$ cat src/rtl/alu_pkg.sv
// Shared ALU opcode constants and arbiter state types.
// Imported by the arbiter and its round-robin grant logic.
package alu_pkg;

    typedef logic [3:0] alu_op_t;

    localparam alu_op_t ALU_AND   = 4'b0000;
    localparam alu_op_t ALU_XOR   = 4'b0001;
    localparam alu_op_t ALU_OR    = 4'b0010;
    localparam alu_op_t ALU_ADD   = 4'b0011;
    localparam alu_op_t ALU_SUB   = 4'b0100;
    localparam alu_op_t ALU_EQ    = 4'b0101;
    localparam alu_op_t ALU_NE    = 4'b0110;
    localparam alu_op_t ALU_LT    = 4'b0111;
    localparam alu_op_t ALU_GE    = 4'b1000;
    localparam alu_op_t ALU_SRL   = 4'b1001;
    localparam alu_op_t ALU_SLL   = 4'b1010;
    localparam alu_op_t ALU_SRA   = 4'b1011;
    localparam alu_op_t ALU_PASSB = 4'b1100;
    localparam alu_op_t ALU_TRUE  = 4'b1111;

    typedef enum logic {
        RSP_EMPTY,
        RSP_FULL
    } rsp_state_e;

endpackage

$ cat src/rtl/rr_arbiter.sv
// Combinational round-robin picker: first set request at or above
// ptr, wrapping from NUM_REQ-1 back to 0.
module rr_arbiter #(
    parameter int NUM_REQ = 2,
    parameter int ID_W    = $clog2(NUM_REQ)
) (
    input  logic [NUM_REQ-1:0] req,
    input  logic [ID_W-1:0]    ptr,
    output logic [NUM_REQ-1:0] grant,
    output logic [ID_W-1:0]    idx,
    output logic               found
);

    logic [ID_W:0] w_sum;

    always_comb begin
        grant = '0;
        idx   = '0;
        found = 1'b0;
        w_sum = '0;
        for (int k = 0; k < NUM_REQ; k++) begin
            w_sum = {1'b0, ptr} + (ID_W+1)'(k);
            if (w_sum >= (ID_W+1)'(NUM_REQ))
                w_sum = w_sum - (ID_W+1)'(NUM_REQ);
            if (!found && req[w_sum[ID_W-1:0]]) begin
                found = 1'b1;
                idx   = w_sum[ID_W-1:0];
            end
        end
        if (found)
            grant[idx] = 1'b1;
    end

endmodule

$ cat src/rtl/alu_share_arbiter.sv
// Round-robin sharing of one combinational ALU with a 1-entry result buffer.
// Define ALU_ARB_PERF_EN to add grant/stall performance counters.
module alu_share_arbiter
    import alu_pkg::*;
#(
    parameter  int DATA_WIDTH    = 32,
    parameter  int OPCODE_LENGTH = 4,
    parameter  int NUM_REQ       = 2,
    localparam int ID_W          = $clog2(NUM_REQ)
) (
    input  logic                           clk,
    input  logic                           reset,
    input  logic [NUM_REQ-1:0]             req_valid,
    output logic [NUM_REQ-1:0]             req_ready,
    input  logic [NUM_REQ*DATA_WIDTH-1:0]  req_srca,
    input  logic [NUM_REQ*DATA_WIDTH-1:0]  req_srcb,
    input  logic [NUM_REQ*OPCODE_LENGTH-1:0] req_op,
    output logic [DATA_WIDTH-1:0]          alu_srca,
    output logic [DATA_WIDTH-1:0]          alu_srcb,
    output logic [OPCODE_LENGTH-1:0]       alu_op,
    input  logic [DATA_WIDTH-1:0]          alu_result,
    output logic                           rsp_valid,
    output logic [ID_W-1:0]                rsp_id,
    output logic [DATA_WIDTH-1:0]          rsp_data,
    input  logic                           rsp_ready
`ifdef ALU_ARB_PERF_EN
    ,
    output logic [NUM_REQ*32-1:0]          perf_grants,
    output logic [31:0]                    perf_stall
`endif
);

    rsp_state_e              r_state;
    rsp_state_e              w_state_nxt;
    logic [ID_W-1:0]         r_rr_ptr;
    logic [ID_W-1:0]         w_ptr_nxt;
    logic [ID_W-1:0]         r_rsp_id;
    logic [DATA_WIDTH-1:0]   r_rsp_data;
    logic [NUM_REQ-1:0]      w_grant;
    logic [ID_W-1:0]         w_idx;
    logic                    w_found;
    logic                    w_can_accept;
    logic                    w_gnt_any;

    rr_arbiter #(
        .NUM_REQ (NUM_REQ),
        .ID_W    (ID_W)
    ) u_rr (
        .req   (req_valid),
        .ptr   (r_rr_ptr),
        .grant (w_grant),
        .idx   (w_idx),
        .found (w_found)
    );

    // A full buffer can refill in the same cycle it drains.
    assign w_can_accept = !reset &&
                          (r_state == RSP_EMPTY || rsp_ready);
    assign w_gnt_any    = w_can_accept && w_found;
    assign req_ready    = w_gnt_any ? w_grant : '0;

    assign alu_srca = w_gnt_any ?
        req_srca[int'(w_idx)*DATA_WIDTH +: DATA_WIDTH] : '0;
    assign alu_srcb = w_gnt_any ?
        req_srcb[int'(w_idx)*DATA_WIDTH +: DATA_WIDTH] : '0;
    assign alu_op   = w_gnt_any ?
        req_op[int'(w_idx)*OPCODE_LENGTH +: OPCODE_LENGTH] : '0;

    assign w_ptr_nxt = (w_idx == ID_W'(NUM_REQ-1)) ? '0 : w_idx + 1'b1;

    always_comb begin
        w_state_nxt = r_state;
        if (w_gnt_any)
            w_state_nxt = RSP_FULL;
        else if (r_state == RSP_FULL && rsp_ready)
            w_state_nxt = RSP_EMPTY;
    end

    always_ff @(posedge clk or posedge reset) begin
        if (reset) begin
            r_state    <= RSP_EMPTY;
            r_rr_ptr   <= '0;
            r_rsp_id   <= '0;
            r_rsp_data <= '0;
        end else begin
            r_state <= w_state_nxt;
            if (w_gnt_any) begin
                r_rsp_data <= alu_result;
                r_rsp_id   <= w_idx;
                r_rr_ptr   <= w_ptr_nxt;
            end
        end
    end

    assign rsp_valid = (r_state == RSP_FULL);
    assign rsp_id    = r_rsp_id;
    assign rsp_data  = r_rsp_data;

`ifdef ALU_ARB_PERF_EN
    logic [NUM_REQ*32-1:0] r_perf_grants;
    logic [31:0]           r_perf_stall;

    always_ff @(posedge clk or posedge reset) begin
        if (reset) begin
            r_perf_grants <= '0;
            r_perf_stall  <= '0;
        end else begin
            for (int i = 0; i < NUM_REQ; i++) begin
                if (w_gnt_any && w_grant[i])
                    r_perf_grants[i*32 +: 32] <=
                        r_perf_grants[i*32 +: 32] + 32'd1;
            end
            if (|req_valid && !w_gnt_any)
                r_perf_stall <= r_perf_stall + 32'd1;
        end
    end

    assign perf_grants = r_perf_grants;
    assign perf_stall  = r_perf_stall;
`endif

endmodule

$ cat config.mk
export PLATFORM = sky130hd
export DESIGN_NAME = alu_share_arbiter
export DESIGN_NICKNAME = d
export VERILOG_FILES = /design/src/rtl/alu_pkg.sv /design/src/rtl/rr_arbiter.sv /design/src/rtl/alu_share_arbiter.sv
export SDC_FILE = /design/constraint.sdc
export NUM_CORES = 1
export LEC_CHECK = 0
export ABC_AREA = 1
export CORE_MARGIN = 8
export CORE_UTILIZATION = 31
export CTS_CLUSTER_SIZE = 10
export DETAILED_ROUTE_END_ITERATION = 6
export MAX_ROUTING_LAYER = met4
export PLACE_DENSITY = 0.95
export SYNTH_ARGS = -nofsm -noshare
export SYNTH_HDL_FRONTEND = slang
export SYNTH_SLANG_ARGS = --single-unit
$ cat constraint.sdc
create_clock -name clk -period 5.7 [get_ports clk]
set_input_delay 1.71 -clock clk [delete_from_list [all_inputs] [get_ports clk]]
set_output_delay 1.71 -clock clk [all_outputs]
set_load 0.005 [all_outputs]
# == Word-level counts from Yosys, hierarchy flattened ==
# Cells that the tools add are included.
# op_classes
addsub,4
multipliers,0
div_mod_pow,0
order_cmp,6
n_eq_ne,0
n_shift,3
muxes,20
bitwise_logic,1
reduce_logical,9
# op_table
op,n
$shiftx 64x7->32,2
$mux 32,2
$mux 1,14
$shiftx 8x4->4,1
$lt 1x2->1 const B,3
$logic_and 1x1->1,5
$mux 2,2
$mux 4,1
$add 1x1->2 const B,1
$ge 1x2->1 const B,1
$ge 2x2->1 const B,1
$logic_not 1->1,2
$reduce_bool 2->1,1
$sub 1x1->1 const B,2
$add 1x1->1 const B,1
$demux 1 s1,1
$ge 1x1->1 const B,1
$logic_or 1x1->1,1
$not 1->1,1
# word_totals
register_bits,35
latchBits,0
ramBits,0
rom_bits,0
word_cells,47
n_memories,0

# == Longest topological paths before layout ==
# logic_depth
word_depth,14
ltp_mapped,8
ltp_nobuf,6

# == Cells and area by module ==
# Synthesis repeated with hierarchy kept, for this count alone.
# hier_totals
cells_unflattened,460
area_unflattened_um2,2781.4
# modules_own_cells
module,instances,cells_each,area_each_um2,seq_area_each_um2
alu_share_arbiter,1,453,2751.4,875.8
rr_arbiter,1,7,30.0,0.0

# == Worst setup path before layout ==
# Ideal clock, no wire load.
# synth_timing
kind,input-to-output
start,input port reset
end,output port alu_op[0]
arrival_ns,3.089
required_time_ns,3.990
path_slack_ns,0.901
cell_stages,5
n_path_buf,2
path_cell_list,inv_1 > nand3_4 > buf_6 > buf_4 > a21oi_1
# synth_via
elab_chain_len,4
# synth_lines
element,line,source
start: declaration,alu_share_arbiter.sv:12,"input logic reset,"
$logic_not 1->1 (no source line),-,
$logic_and 1x1->1,alu_share_arbiter.sv:57,assign w_can_accept = !reset &&
$logic_and 1x1->1,alu_share_arbiter.sv:59,assign w_gnt_any = w_can_accept && w_found;
$mux 4,alu_share_arbiter.sv:66,assign alu_op = w_gnt_any ?
end: declaration,alu_share_arbiter.sv:20,"output logic [OPCODE_LENGTH-1:0] alu_op,"
# Every way passes these cells.

# == Worst setup path in the final report ==
# layout_timing
start,input port req_valid[0]
end,output port alu_srcb[31]
# layout_via
elab_chain_len,8
# layout_lines
element,line,source
start: declaration,alu_share_arbiter.sv:13,"input logic [NUM_REQ-1:0] req_valid,"
$mux 1 (implied by the code) (2 in a row),rr_arbiter.sv:25,if (!found && req[w_sum[ID_W-1:0]]) begin
$mux 1,rr_arbiter.sv:25,
$logic_not 1->1,rr_arbiter.sv:25,
$logic_and 1x1->1,rr_arbiter.sv:25,
$mux 1,rr_arbiter.sv:25,
$shiftx 64x7->32 or $logic_and 1x1->1 (tied branches),"alu_share_arbiter.sv:65, alu_share_arbiter.sv:59",
$mux 32 *,alu_share_arbiter.sv:64,assign alu_srcb = w_gnt_any ?
end: declaration,alu_share_arbiter.sv:19,"output logic [DATA_WIDTH-1:0] alu_srcb,"
# Mark *: on every way between the ends. The rest lies on a longest branch, timed or not. The select of a mux whose other input is x is not followed.

==> flow_summary.ini <==
[placed_design]
place_area_sq_um = 5355
hpwl_microns = 11270
place_congestion = 1.010
port_buffers = 276

[worst_setup_path]
rr_worst_depth = 7
startpoint = req_valid[0]
worstReg2RegEnd = rsp_id
rr_startpoint = r_rr_ptr
end_kind = output pin
rrSetupSlack_ps = 4420
critPathRequiredTime_ps = 3990
path_class = input port to output pin
start_kind = input port
path_max_fanout = 70
worstPathArrival_ps = 3550

[pwr]
peakVddDrop_mv = 0.1762
clockPowerShare_pct = 19.8
p_leak_nw = 2.335
p_switching_uw = 303.1
combinationalPowerShare_pct = 48.3
power.density_nw_per_um2 = 180.2
sw_frac_of_total_pct = 30.79
p_int_uw = 681.1
pwr-share-seq_pct = 31.9

[final_layout]
layout.nets = 821
drive_above_1_share_pct = 5.239
area_growth_pct = 112.3
design_area_sq_um = 5461

[sta]
rsz0062_at_grt = no
layout_min_cycle_time_ps = 5255
hold_viol_final = 0
tightestPinTransition_ps = 477.1
fin_skew_ps = 9.156
fmax_ghz = 0.1903
fin_crit_sh_pct = 92.20
timing.final.setup_violations = 0
fin_setup_tns_ps = 0
maxSlewViolCount = 0
relSlewSlack_pct = 68.19

[synthesis]
yosysSeqAreaShare_pct = 34.05
syn-cell-area_sq_um = 2572
synth.area.top_cells = dfrtp_1, nand2_1, nand3_1
yosysMostFrequentCell = nand2_1
yosysTopAreaCell = dfrtp_1
synth_edf_count = 0
netlist_instances = 395
syn_nets = 568
synth_common_cells = nand2_1, nand3_1, a21oi_1
ys_warn_count = 0
ys.flop_type = dfrtp_1
ys_types = 14
synthArstFlopShare_pct = 100.0
ys_ff_latch = 35
synth_top_area_share_pct = 34.05
syn_avg_cell_area_sq_um = 6.513

[routing]
routed_wl_microns = 13920
vias = 3793
vias_per_cell = 5.024
ant_nets = 0
met1Wirelength_microns = 5106
top_layer = met4
drt-initial-drc-count = 208
dr.pass1.iters = 5
drc = 0
wl_met3_microns = 1170
wl_met2_microns = 7105
wire_per_inst_microns = 18.44

[global_route]
grt_start_max_net_pins = 71
grt_pass1_vias = 3797
grt_pass1_wl_microns = 21110
overflow = 0
antenna_found_initial = 1
gr-usage-all-layers_pct = 23.65

[outcome]
status = finished, final reports clean

[cts]
cts_buffers = 5
clock_tree.root_cell = clkbuf_8
clock_tree.buffer_depth = 2
post_cts_resized = 0
cts_max_level = 2
ctsHoldBuffers = 0
cts_tree = yes
cts_setup_buffers = 0
clk_latency_ps = 280
cts.sinks = 35
clkSlewWorstSetupHoldPaths_ps = 60

[job]
cap_violations = 0

[floorplanning]
fp.dieH_microns = 107.1
core_region_area_sq_um = 8134
initial_utilization_pct = 31.63
io_pins = 277
core.rowCount = 33
dieArea_sq_um = 11470
die-width_microns = 107.1

[hold_path]
whs_path_depth = 2
hp-start = rsp_id
min_to = rsp_id
min_path_type = flop to flop
-- state kept, by name, summed over array words and instances, names as in the netlist --
register   count
r_rr_ptr       1
rsp_data      32
rsp_id         1
rsp_valid      1
-- metrics by stage --
step           util, %  setup WS (ps)  hold slack, ps  power (mW)  instances
4_1_cts          67.11          443.3           489.3      0.9948        754
6_report         67.14          444.6           485.8      0.9842        755
3_3_place_gp     65.84          453.9           456.3      0.7804        746
3_5_place_dp     65.84          457.9           468.4      0.7956        746
5_1_grt          67.14          336.3           511.8       1.048        755
2_1_floorplan        -          901.0           449.8      0.4842        395
-- power groups by stage --
stage / registers (mW) / logic, mW / clock network [mW]
floorplan: 0.318 / 0.167 / 0
global placement: 0.314 / 0.466 / 0
detailed placement: 0.317 / 0.479 / 0
CTS: 0.314 / 0.480 / 0.201
global route: 0.318 / 0.518 / 0.211
finish: 0.314 / 0.475 / 0.195
-- layout by cell type, fill, tap and decap left out, drive strengths merged --
cell type	count
inv	8
a21oi	69
clkbuf	7
diode	1
nand2	142
clkinvlp	1
dfrtp	35
nand3	102
clkdlybuf4s50	275
buf	10
-- layout make-up --
class | count | area, sq um
Antenna cell | 1 | 2.502
Clock buffer | 7 | 96.34
Clock inverter | 1 | 7.507
Fill cell | 650 | 2673
Inverter | 8 | 30.03
Multi-Input combinational cell | 313 | 1455
Sequential cell | 35 | 875.8
Tap cell | 105 | 131.4
Timing Repair Buffer | 285 | 2863
-- worst max path at each step --
stage	end	cells after the start	slack (ps)
after CTS	alu_srcb[31]	7	440
final	alu_srcb[31]	7	440
after global placement	alu_srcb[31]	7	450
after floorplan	alu_op[0]	5	900
after detailed placement	alu_srcb[31]	7	460
after global routing	alu_srcb[31]	7	340
-- kinds of logic after synthesis --
| kind of cell | share of synthesized area [%] |
|---|---|
| AND/OR/NAND/NOR | 41.54 |
| AO/OA/AOI/OAI | 15.03 |
| buffers and inverters | 9.387 |
| flip-flops | 34.05 |
-- per-layer routing --
layer	track usage [%]	vias up
met5	-	-
met1	26.16	1754
met2	39.85	190
met4	10.05	0
li1	-	1817
met3	5.579	32
-- worst max-delay path, stage by stage --
cell and delay (ps):
clkdlybuf4s50_1 500, nand2_2 90, nand2_2 80, buf_12 250
nand2_1 90, a21oi_1 220, clkdlybuf4s50_1 550
Power figures use the tool's default switching activity.
